## config.mk

```make
export PLATFORM = sky130hd
export DESIGN_NAME = free_list_flat
export DESIGN_NICKNAME = d
export VERILOG_FILES = /design/src/rtl/free_list_if.sv /design/src/rtl/free_list.sv /design/src/flat_wrapper.sv
export SDC_FILE = /design/constraint.sdc
export NUM_CORES = 1
export LEC_CHECK = 0
export BUFFER_PORTS_ARGS = -buffer_cell sky130_fd_sc_hd__buf_4
export CORE_ASPECT_RATIO = 1.1
export CORE_UTILIZATION = 36
export CTS_CLUSTER_SIZE = 20
export DETAILED_ROUTE_END_ITERATION = 7
export PLACE_DENSITY = 0.48
export SYNTH_ARGS = -nofsm -noshare
export SYNTH_HDL_FRONTEND = slang
export SYNTH_SLANG_ARGS = --single-unit
```

## constraint.sdc

```tcl
create_clock -name clk -period 15.3 [get_ports clk]
set_input_delay 1.53 -clock clk [delete_from_list [all_inputs] [get_ports clk]]
set_output_delay 1.53 -clock clk [all_outputs]
set_load 0.005 [all_outputs]
```

## src/rtl/free_list_if.sv

```systemverilog
// -----------------------------------------------------------------------------
// free_list_if
//   Bundles the rename/retire-facing signals of the physical-register free
//   list.
//
//   Handshake: the allocator offers alloc_phys with alloc_valid. A grant
//   happens on a rising clk edge where alloc_req && alloc_valid. alloc_valid
//   never depends on alloc_req. retire_en is a one-cycle push with no
//   back-pressure. flush is a one-cycle recovery strobe.
//
//   Modports:
//     master - renamer/ROB side: drives flush, alloc_req, retire_en,
//              retire_old_phys.
//     slave  - free list side: drives alloc_valid, alloc_phys, free_count,
//              empty, err.
// -----------------------------------------------------------------------------
interface free_list_if #(
  parameter int PHYS_REG_BITS = 6
);
  logic                     flush;
  logic                     alloc_req;
  logic                     alloc_valid;
  logic [PHYS_REG_BITS-1:0] alloc_phys;
  logic                     retire_en;
  logic [PHYS_REG_BITS-1:0] retire_old_phys;
  logic [PHYS_REG_BITS:0]   free_count;
  logic                     empty;
  logic                     err;

  modport master (
    output flush, alloc_req, retire_en, retire_old_phys,
    input  alloc_valid, alloc_phys, free_count, empty, err
  );

  modport slave (
    input  flush, alloc_req, retire_en, retire_old_phys,
    output alloc_valid, alloc_phys, free_count, empty, err
  );
endinterface

```

## src/rtl/free_list.sv

```systemverilog
// -----------------------------------------------------------------------------
// free_list
//   Physical-register free list and allocator for the rename stage.
//   It is a circular buffer of free register indices with three pointers:
//     hd  - speculative head. Rename allocates from here.
//     chd - committed head. It advances once per retire.
//     tl  - tail. Retired old mappings are appended here.
//   Each pointer has one extra wrap bit. A flush snaps hd back to chd, which
//   returns every speculatively allocated register in one cycle.
//
//   Optional build macro FREELIST_CHECK_EN adds a per-register is_free
//   vector. It flags double frees, frees of phys 0, and grants of registers
//   that are not free. After a flush the vector is rebuilt by a walk from chd
//   to tl. Allocation is held off while the walk runs. The walk FSM state is
//   visible on dbg_walk.
//
//   Ports:
//     clk, rst  - clock; asynchronous active-high reset.
//     bus       - free_list_if.slave (flush, alloc_*, retire_*, free_count,
//                 empty, err).
//     dbg_walk  - (FREELIST_CHECK_EN only) high while the restore walk runs.
// -----------------------------------------------------------------------------
module free_list #(
  parameter int PHYS_REG_BITS = 6,
  parameter int NUM_ARCH      = 32
) (
  input  logic        clk,
  input  logic        rst,
  free_list_if.slave  bus
`ifdef FREELIST_CHECK_EN
  ,
  output logic        dbg_walk
`endif
);

  localparam int NUM_PHYS = 1 << PHYS_REG_BITS;
  localparam int NUM_FREE = NUM_PHYS - NUM_ARCH;

  typedef logic [PHYS_REG_BITS:0]   ptr_t;
  typedef logic [PHYS_REG_BITS-1:0] phys_t;

  phys_t entries [NUM_PHYS];
  ptr_t  hd, chd, tl;
  ptr_t  hd_nxt, chd_nxt;
  ptr_t  count;
  logic  overflow;
  logic  retire_ok;
  logic  alloc_ok;
  logic  grant;
  logic  err_set;
  logic  err_q;

  // The count uses modulo 2*NUM_PHYS subtraction. The wrap bit makes a full
  // list (NUM_PHYS) distinct from an empty one (0).
  assign count     = tl - hd;
  assign overflow  = bus.retire_en && (count == ptr_t'(NUM_PHYS));
  assign retire_ok = bus.retire_en && !overflow;

  // alloc_valid uses the count before any retire in this cycle. A register
  // freed now cannot be granted before the next cycle.
  assign bus.alloc_valid = (count != '0) && !bus.flush && alloc_ok;
  assign bus.alloc_phys  = entries[hd[PHYS_REG_BITS-1:0]];
  assign bus.free_count  = count;
  assign bus.empty       = (count == '0);
  assign bus.err         = err_q;

  assign grant   = bus.alloc_req && bus.alloc_valid;
  assign chd_nxt = chd + ptr_t'(retire_ok);

  // A retire in the flush cycle belongs to an older instruction and still
  // commits. The restored head is therefore the updated chd.
  always_comb begin
    hd_nxt = hd;
    if (bus.flush) begin
      hd_nxt = chd_nxt;
    end else if (grant) begin
      hd_nxt = hd + 1'b1;
    end
  end

  always_ff @(posedge clk or posedge rst) begin
    if (rst) begin
      hd  <= '0;
      chd <= '0;
      tl  <= ptr_t'(NUM_FREE);
    end else begin
      hd  <= hd_nxt;
      chd <= chd_nxt;
      if (retire_ok) begin
        tl <= tl + 1'b1;
      end
    end
  end

  // Phys NUM_ARCH..NUM_PHYS-1 start free. Phys 0..NUM_ARCH-1 hold the
  // reset architectural mapping.
  always_ff @(posedge clk or posedge rst) begin
    if (rst) begin
      for (int i = 0; i < NUM_PHYS; i++) begin
        entries[i] <= (i < NUM_FREE) ? phys_t'(NUM_ARCH + i) : '0;
      end
    end else if (retire_ok) begin
      entries[tl[PHYS_REG_BITS-1:0]] <= bus.retire_old_phys;
    end
  end

`ifdef FREELIST_CHECK_EN
  typedef enum logic {
    WALK_IDLE = 1'b0,
    WALK_RUN  = 1'b1
  } walk_state_t;

  walk_state_t         state, state_nxt;
  ptr_t                wp;
  logic [NUM_PHYS-1:0] is_free;

  assign alloc_ok = (state == WALK_IDLE);
  assign dbg_walk = (state == WALK_RUN);

  always_ff @(posedge clk or posedge rst) begin
    if (rst) begin
      state <= WALK_IDLE;
    end else begin
      state <= state_nxt;
    end
  end

  // The walk ends when wp reaches the live tail. A retire that lands while
  // the walk runs sets its own bit, so the moving tail needs no special case.
  always_comb begin
    state_nxt = state;
    if (bus.flush) begin
      state_nxt = WALK_RUN;
    end else if ((state == WALK_RUN) && (wp == tl)) begin
      state_nxt = WALK_IDLE;
    end
  end

  always_ff @(posedge clk or posedge rst) begin
    if (rst) begin
      wp      <= '0;
      is_free <= {{NUM_FREE{1'b1}}, {NUM_ARCH{1'b0}}};
    end else begin
      if (bus.flush) begin
        // Start from an empty vector and let the walk refill it.
        is_free <= '0;
        wp      <= chd_nxt;
      end else if ((state == WALK_RUN) && (wp != tl)) begin
        is_free[entries[wp[PHYS_REG_BITS-1:0]]] <= 1'b1;
        wp <= wp + 1'b1;
      end
      if (grant) begin
        is_free[bus.alloc_phys] <= 1'b0;
      end
      if (retire_ok) begin
        is_free[bus.retire_old_phys] <= 1'b1;
      end
    end
  end

  always_comb begin
    err_set = overflow;
    if (bus.retire_en && (bus.retire_old_phys == '0)) begin
      err_set = 1'b1;
    end
    if (bus.retire_en && is_free[bus.retire_old_phys]) begin
      err_set = 1'b1;
    end
    if (grant && !is_free[bus.alloc_phys]) begin
      err_set = 1'b1;
    end
  end
`else
  assign alloc_ok = 1'b1;

  always_comb begin
    err_set = overflow;
  end
`endif

  always_ff @(posedge clk or posedge rst) begin
    if (rst) begin
      err_q <= 1'b0;
    end else if (err_set) begin
      err_q <= 1'b1;
    end
  end

endmodule

```

## src/flat_wrapper.sv

```systemverilog
// flat-port wrapper written by rule: the top's interface ports become plain ports
module free_list_flat 
#(
  parameter int PHYS_REG_BITS = 6,
  parameter int NUM_ARCH      = 32
)
  (clk, rst, bus_flush, bus_alloc_req, bus_retire_en, bus_retire_old_phys, bus_alloc_valid, bus_alloc_phys, bus_free_count, bus_empty, bus_err);
  free_list_if #(.PHYS_REG_BITS(PHYS_REG_BITS)) bus_i ();
  input  logic clk;
  input  logic rst;
  input wire logic [$bits(bus_i.flush)-1:0] bus_flush;
  input wire logic [$bits(bus_i.alloc_req)-1:0] bus_alloc_req;
  input wire logic [$bits(bus_i.retire_en)-1:0] bus_retire_en;
  input wire logic [$bits(bus_i.retire_old_phys)-1:0] bus_retire_old_phys;
  output wire logic [$bits(bus_i.alloc_valid)-1:0] bus_alloc_valid;
  output wire logic [$bits(bus_i.alloc_phys)-1:0] bus_alloc_phys;
  output wire logic [$bits(bus_i.free_count)-1:0] bus_free_count;
  output wire logic [$bits(bus_i.empty)-1:0] bus_empty;
  output wire logic [$bits(bus_i.err)-1:0] bus_err;
  assign bus_i.flush = bus_flush;
  assign bus_i.alloc_req = bus_alloc_req;
  assign bus_i.retire_en = bus_retire_en;
  assign bus_i.retire_old_phys = bus_retire_old_phys;
  assign bus_alloc_valid = bus_i.alloc_valid;
  assign bus_alloc_phys = bus_i.alloc_phys;
  assign bus_free_count = bus_i.free_count;
  assign bus_empty = bus_i.empty;
  assign bus_err = bus_i.err;
  free_list #(.PHYS_REG_BITS(PHYS_REG_BITS), .NUM_ARCH(NUM_ARCH)) u_core (.clk(clk), .rst(rst), .bus(bus_i));
endmodule
```

==> results.py <==
metrics = {
    "detailed_routing": {
        "wl_mm": 51.16,
        "drc": 1,
        "routed_via_density": 5.361,
        "wl_met2_mm": 24.37,
        "final_antenna_net_count": 0,
        "dr.pass1.iters": 7,
        "routedWlPerCell_um": 24.97,
        "top_layer": "met4",
        "vias": 10980,
        "wl_met1_mm": 23.98,
        "wl_met3_mm": 1.734,
        "drt_iter0_markers": 515,
    },
    "timing": {
        "slew_headroom_pct": 29.42,
        "fin_setup_tns_ps": 0,
        "fin_skew_ps": 19.91,
        "slew_violations": 0,
        "hold_ws_ps": 469.5,
        "max_freq_mhz": 169.8,
        "finalCritPeriodShare_pct": 38.50,
        "final-setup-viol-count": 0,
        "grt_setup_unrepaired": "false",
        "fin_crit_ps": 5890,
        "worst_slew_pin_slew_ps": 1056,
        "final.setup.worst_slack_ps": 9410,
        "finalHoldViolCount": 0,
    },
    "setup_path": {
        "cp.required_ps": 13770,
        "crit_fanout": 41,
        "cp.arrival_ps": 4360,
        "cp-start-kind": "flip-flop",
        "slowest_stage": "dfrtp_4",
        "slowest_delay_ps": 860,
        "path_class": "reg2out",
        "crit_top_cell": "nor2_1",
        "cp-end-kind": "output port",
        "cp_cell_sequence": "clkinv_1 > fa_1 > xor2_1 > or3_1 > or4_1 > nor2_1 > nor2_1 > buf_4",
    },
    "pwr": {
        "p_leak_nw": 9.623,
        "cellPowerDensity_mw_per_mm2": 201.3,
        "p_seq_share_pct": 40.2,
        "p_switching_mw": 1.473,
        "combPwrFrac_pct": 34.9,
        "swShare_pct": 33.08,
        "p_clk_share_pct": 25.0,
        "p_int_mw": 2.980,
        "vdd.ir_drop.worst_mv": 0.1049,
    },
    "synth": {
        "netlist_area_mm2": 0.01990,
        "synth_edf_count": 0,
        "synth_seq_cells": 406,
        "ys.flop_type": "dfrtp_1",
        "synth_xor_area_share_pct": 0.8801,
        "synth_simple_gate_area_share_pct": 6.067,
        "synth-adder-area-share_pct": 0.7292,
        "ys_warn_count": 0,
        "synth-compound-area-share_pct": 1.660,
        "synthesis.nets": 1312,
        "syn_avg_cell_area_um2": 15.43,
        "synth_top_family_by_area": "multiplexers",
        "synth_mux_area_share_pct": 35.81,
        "async_flop_share_pct": 100.0,
        "synth.yosys.seq_area_share_pct": 51.76,
        "synth_cell_type_count": 61,
        "postSynthCellCount": 1290,
    },
    "flow_run": {
        "maxCapViolations": 0,
    },
    "grt": {
        "grt_max_degree": 103,
        "grt_overflow": 0,
        "grtUsageTotal_pct": 18.99,
        "grt_pass1_vias": 11720,
        "grt_pass1_wl_mm": 79.10,
        "antenna_found_initial": 0,
    },
    "finish": {
        "syn2layout_area_growth_pct": 11.14,
        "drive_gt1_share_pct": 58.19,
        "final_cell_mix": "mux2_2, dfrtp_1, mux4_2",
        "layout_commonest_cell": "mux2_2",
        "diodes": 0,
        "finalNetCount": 1296,
    },
    "run_status": {
        "violations": "design-rule violations",
        "run_status": "finished, violations left",
    },
    "worst_hold_path": {
        "hold_class": "reg2reg",
    },
    "floorplan": {
        "fp.dieW_um": 226.2,
        "start_util_pct": 36.37,
        "coreArea_mm2": 0.05473,
        "die_area_mm2": 0.05623,
        "num_rows": 90,
        "die_y_um": 248.6,
        "ios": 27,
    },
    "clock_tree": {
        "root_buffer": "clkbuf_16",
        "numCtsBuffers": 47,
        "clk_pin_slew_ps": 60,
        "insertion_delay_ps": 590,
        "cts-hold-fix-buffers": 0,
        "ctsLongestPathBuffers": 3,
        "cts_resized": 0,
        "cts_sinks": 406,
        "cts_setup_buffers": 0,
        "cts_tree": "yes",
        "cts_max_level": 2,
    },
    "place": {
        "dp_hpwl_mm": 32.54,
        "preCtsSetupSlack_ps": 9941,
        "numPortBuffers": 26,
        "gp_congestion": 0.7673,
    },
}
-- layout make-up --
cell class	count	area, um2
clock buffers	73	1354
clock inverters	15	160.2
fillers	5188	32610
inverters	14	60.06
multi-input cells	761	8985
flip-flops and latches	406	10310
well taps	736	920.9
repair buffers	44	330.3
-- state kept, by name, indices dropped and copies added, names as in the netlist --
signal / flops
u_core.tl: 7
u_core.entries: 384
u_core.bus.err: 1
u_core.hd: 7
u_core.chd: 7
-- power groups by stage --
stage | logic (mW) | registers (mW) | clock network [mW]
2_1_floorplan | 1.21 | 1.63 | 0
3_3_place_gp | 1.55 | 1.80 | 0
3_5_place_dp | 1.56 | 1.81 | 0
4_1_cts | 1.57 | 1.79 | 1.15
5_1_grt | 1.66 | 1.84 | 1.20
6_report | 1.55 | 1.79 | 1.11
-- cells by family (layout without fill, tap and decap cells) --
kind of cell    after synthesis  in the layout
fa+ha+maj                    11             11
mux                         501            501
flops                       406            406
xor+xnor                     20             20
buf+inv                     123            146
simple gates                183            183
compound gates               46             46
-- layer usage --
metal / vias up / global-route usage [%]
met5: - / 0
met4: 0 / 4.653
met3: 71 / 3.167
met2: 154 / 29.68
met1: 5988 / 27.42
li1: 4771 / -
-- synth_stat cells (3+ instances only) --
master	number	area share, %
mux4_2	114	13
o21ai_0	9	0.23
clkbuf_1	58	1.1
xnor2_1	14	0.62
mux2_2	330	19
a21oi_1	9	0.23
a211oi_1	5	0.19
a31oi_1	7	0.22
dfstp_2	113	15
and3_1	12	0.38
nand2b_1	3	0.094
nor3b_1	3	0.11
mux2_4	54	4.1
buf_4	11	0.41
nor4_4	9	0.96
nand3_4	3	0.26
dfrtp_1	293	37
buf_6	11	0.62
nand3_1	11	0.28
a311oi_1	5	0.22
inv_1	12	0.23
buf_2	12	0.30
ha_1	10	0.63
nand2_1	60	1.1
nand4_1	3	0.094
nand4_4	3	0.32
buf_1	16	0.30
nor2b_1	4	0.13
nor3_1	3	0.075
or3_1	12	0.38
or4_4	9	0.51
nor2_1	32	0.60
xor2_1	6	0.26
-- final timing paths --
kind | start | to | slack (ps) | depth (start not counted)
worst min register to register | u_core.chd[6]$_DFF_PP0_ | u_core.chd[6]$_DFF_PP0_ | 470 | 1
worst min-delay path | u_core.chd[6]$_DFF_PP0_ | u_core.chd[6]$_DFF_PP0_ | 470 | 1
min in group asynchronous | rst | u_core.entries[158]$_DFFE_PP0P_ | 1050 | 2
worst max-delay path | u_core.hd[1]$_DFFE_PP0P_ | bus_alloc_valid | 9410 | 8
worst max register to register | u_core.hd[1]$_DFFE_PP0P_ | u_core.entries[326]$_DFFE_PP0P_ | 10190 | 9
max in group asynchronous | rst | u_core.entries[230]$_DFFE_PP0P_ | 11490 | 5
-- stage by stage --
stage	std cells	util (%)	cell area, um2	power [mW]
floorplan	1290	-	19900	2.842
global placement	1961	37.65	20610	3.349
detailed placement	1961	37.65	20610	3.368
CTS	2049	40.42	22120	4.510
global route	2049	40.42	22120	4.697
finish	2049	40.42	22120	4.453
-- worst max-delay path: cells and delay by family (launching register included) --
family / cells / cell delay (ps)
simple gates: 4 / 1400
buf+inv: 2 / 720
fa+ha+maj: 1 / 600
flops: 1 / 860
xor+xnor: 1 / 200
No activity file was read; power rests on OpenSTA's default activity.
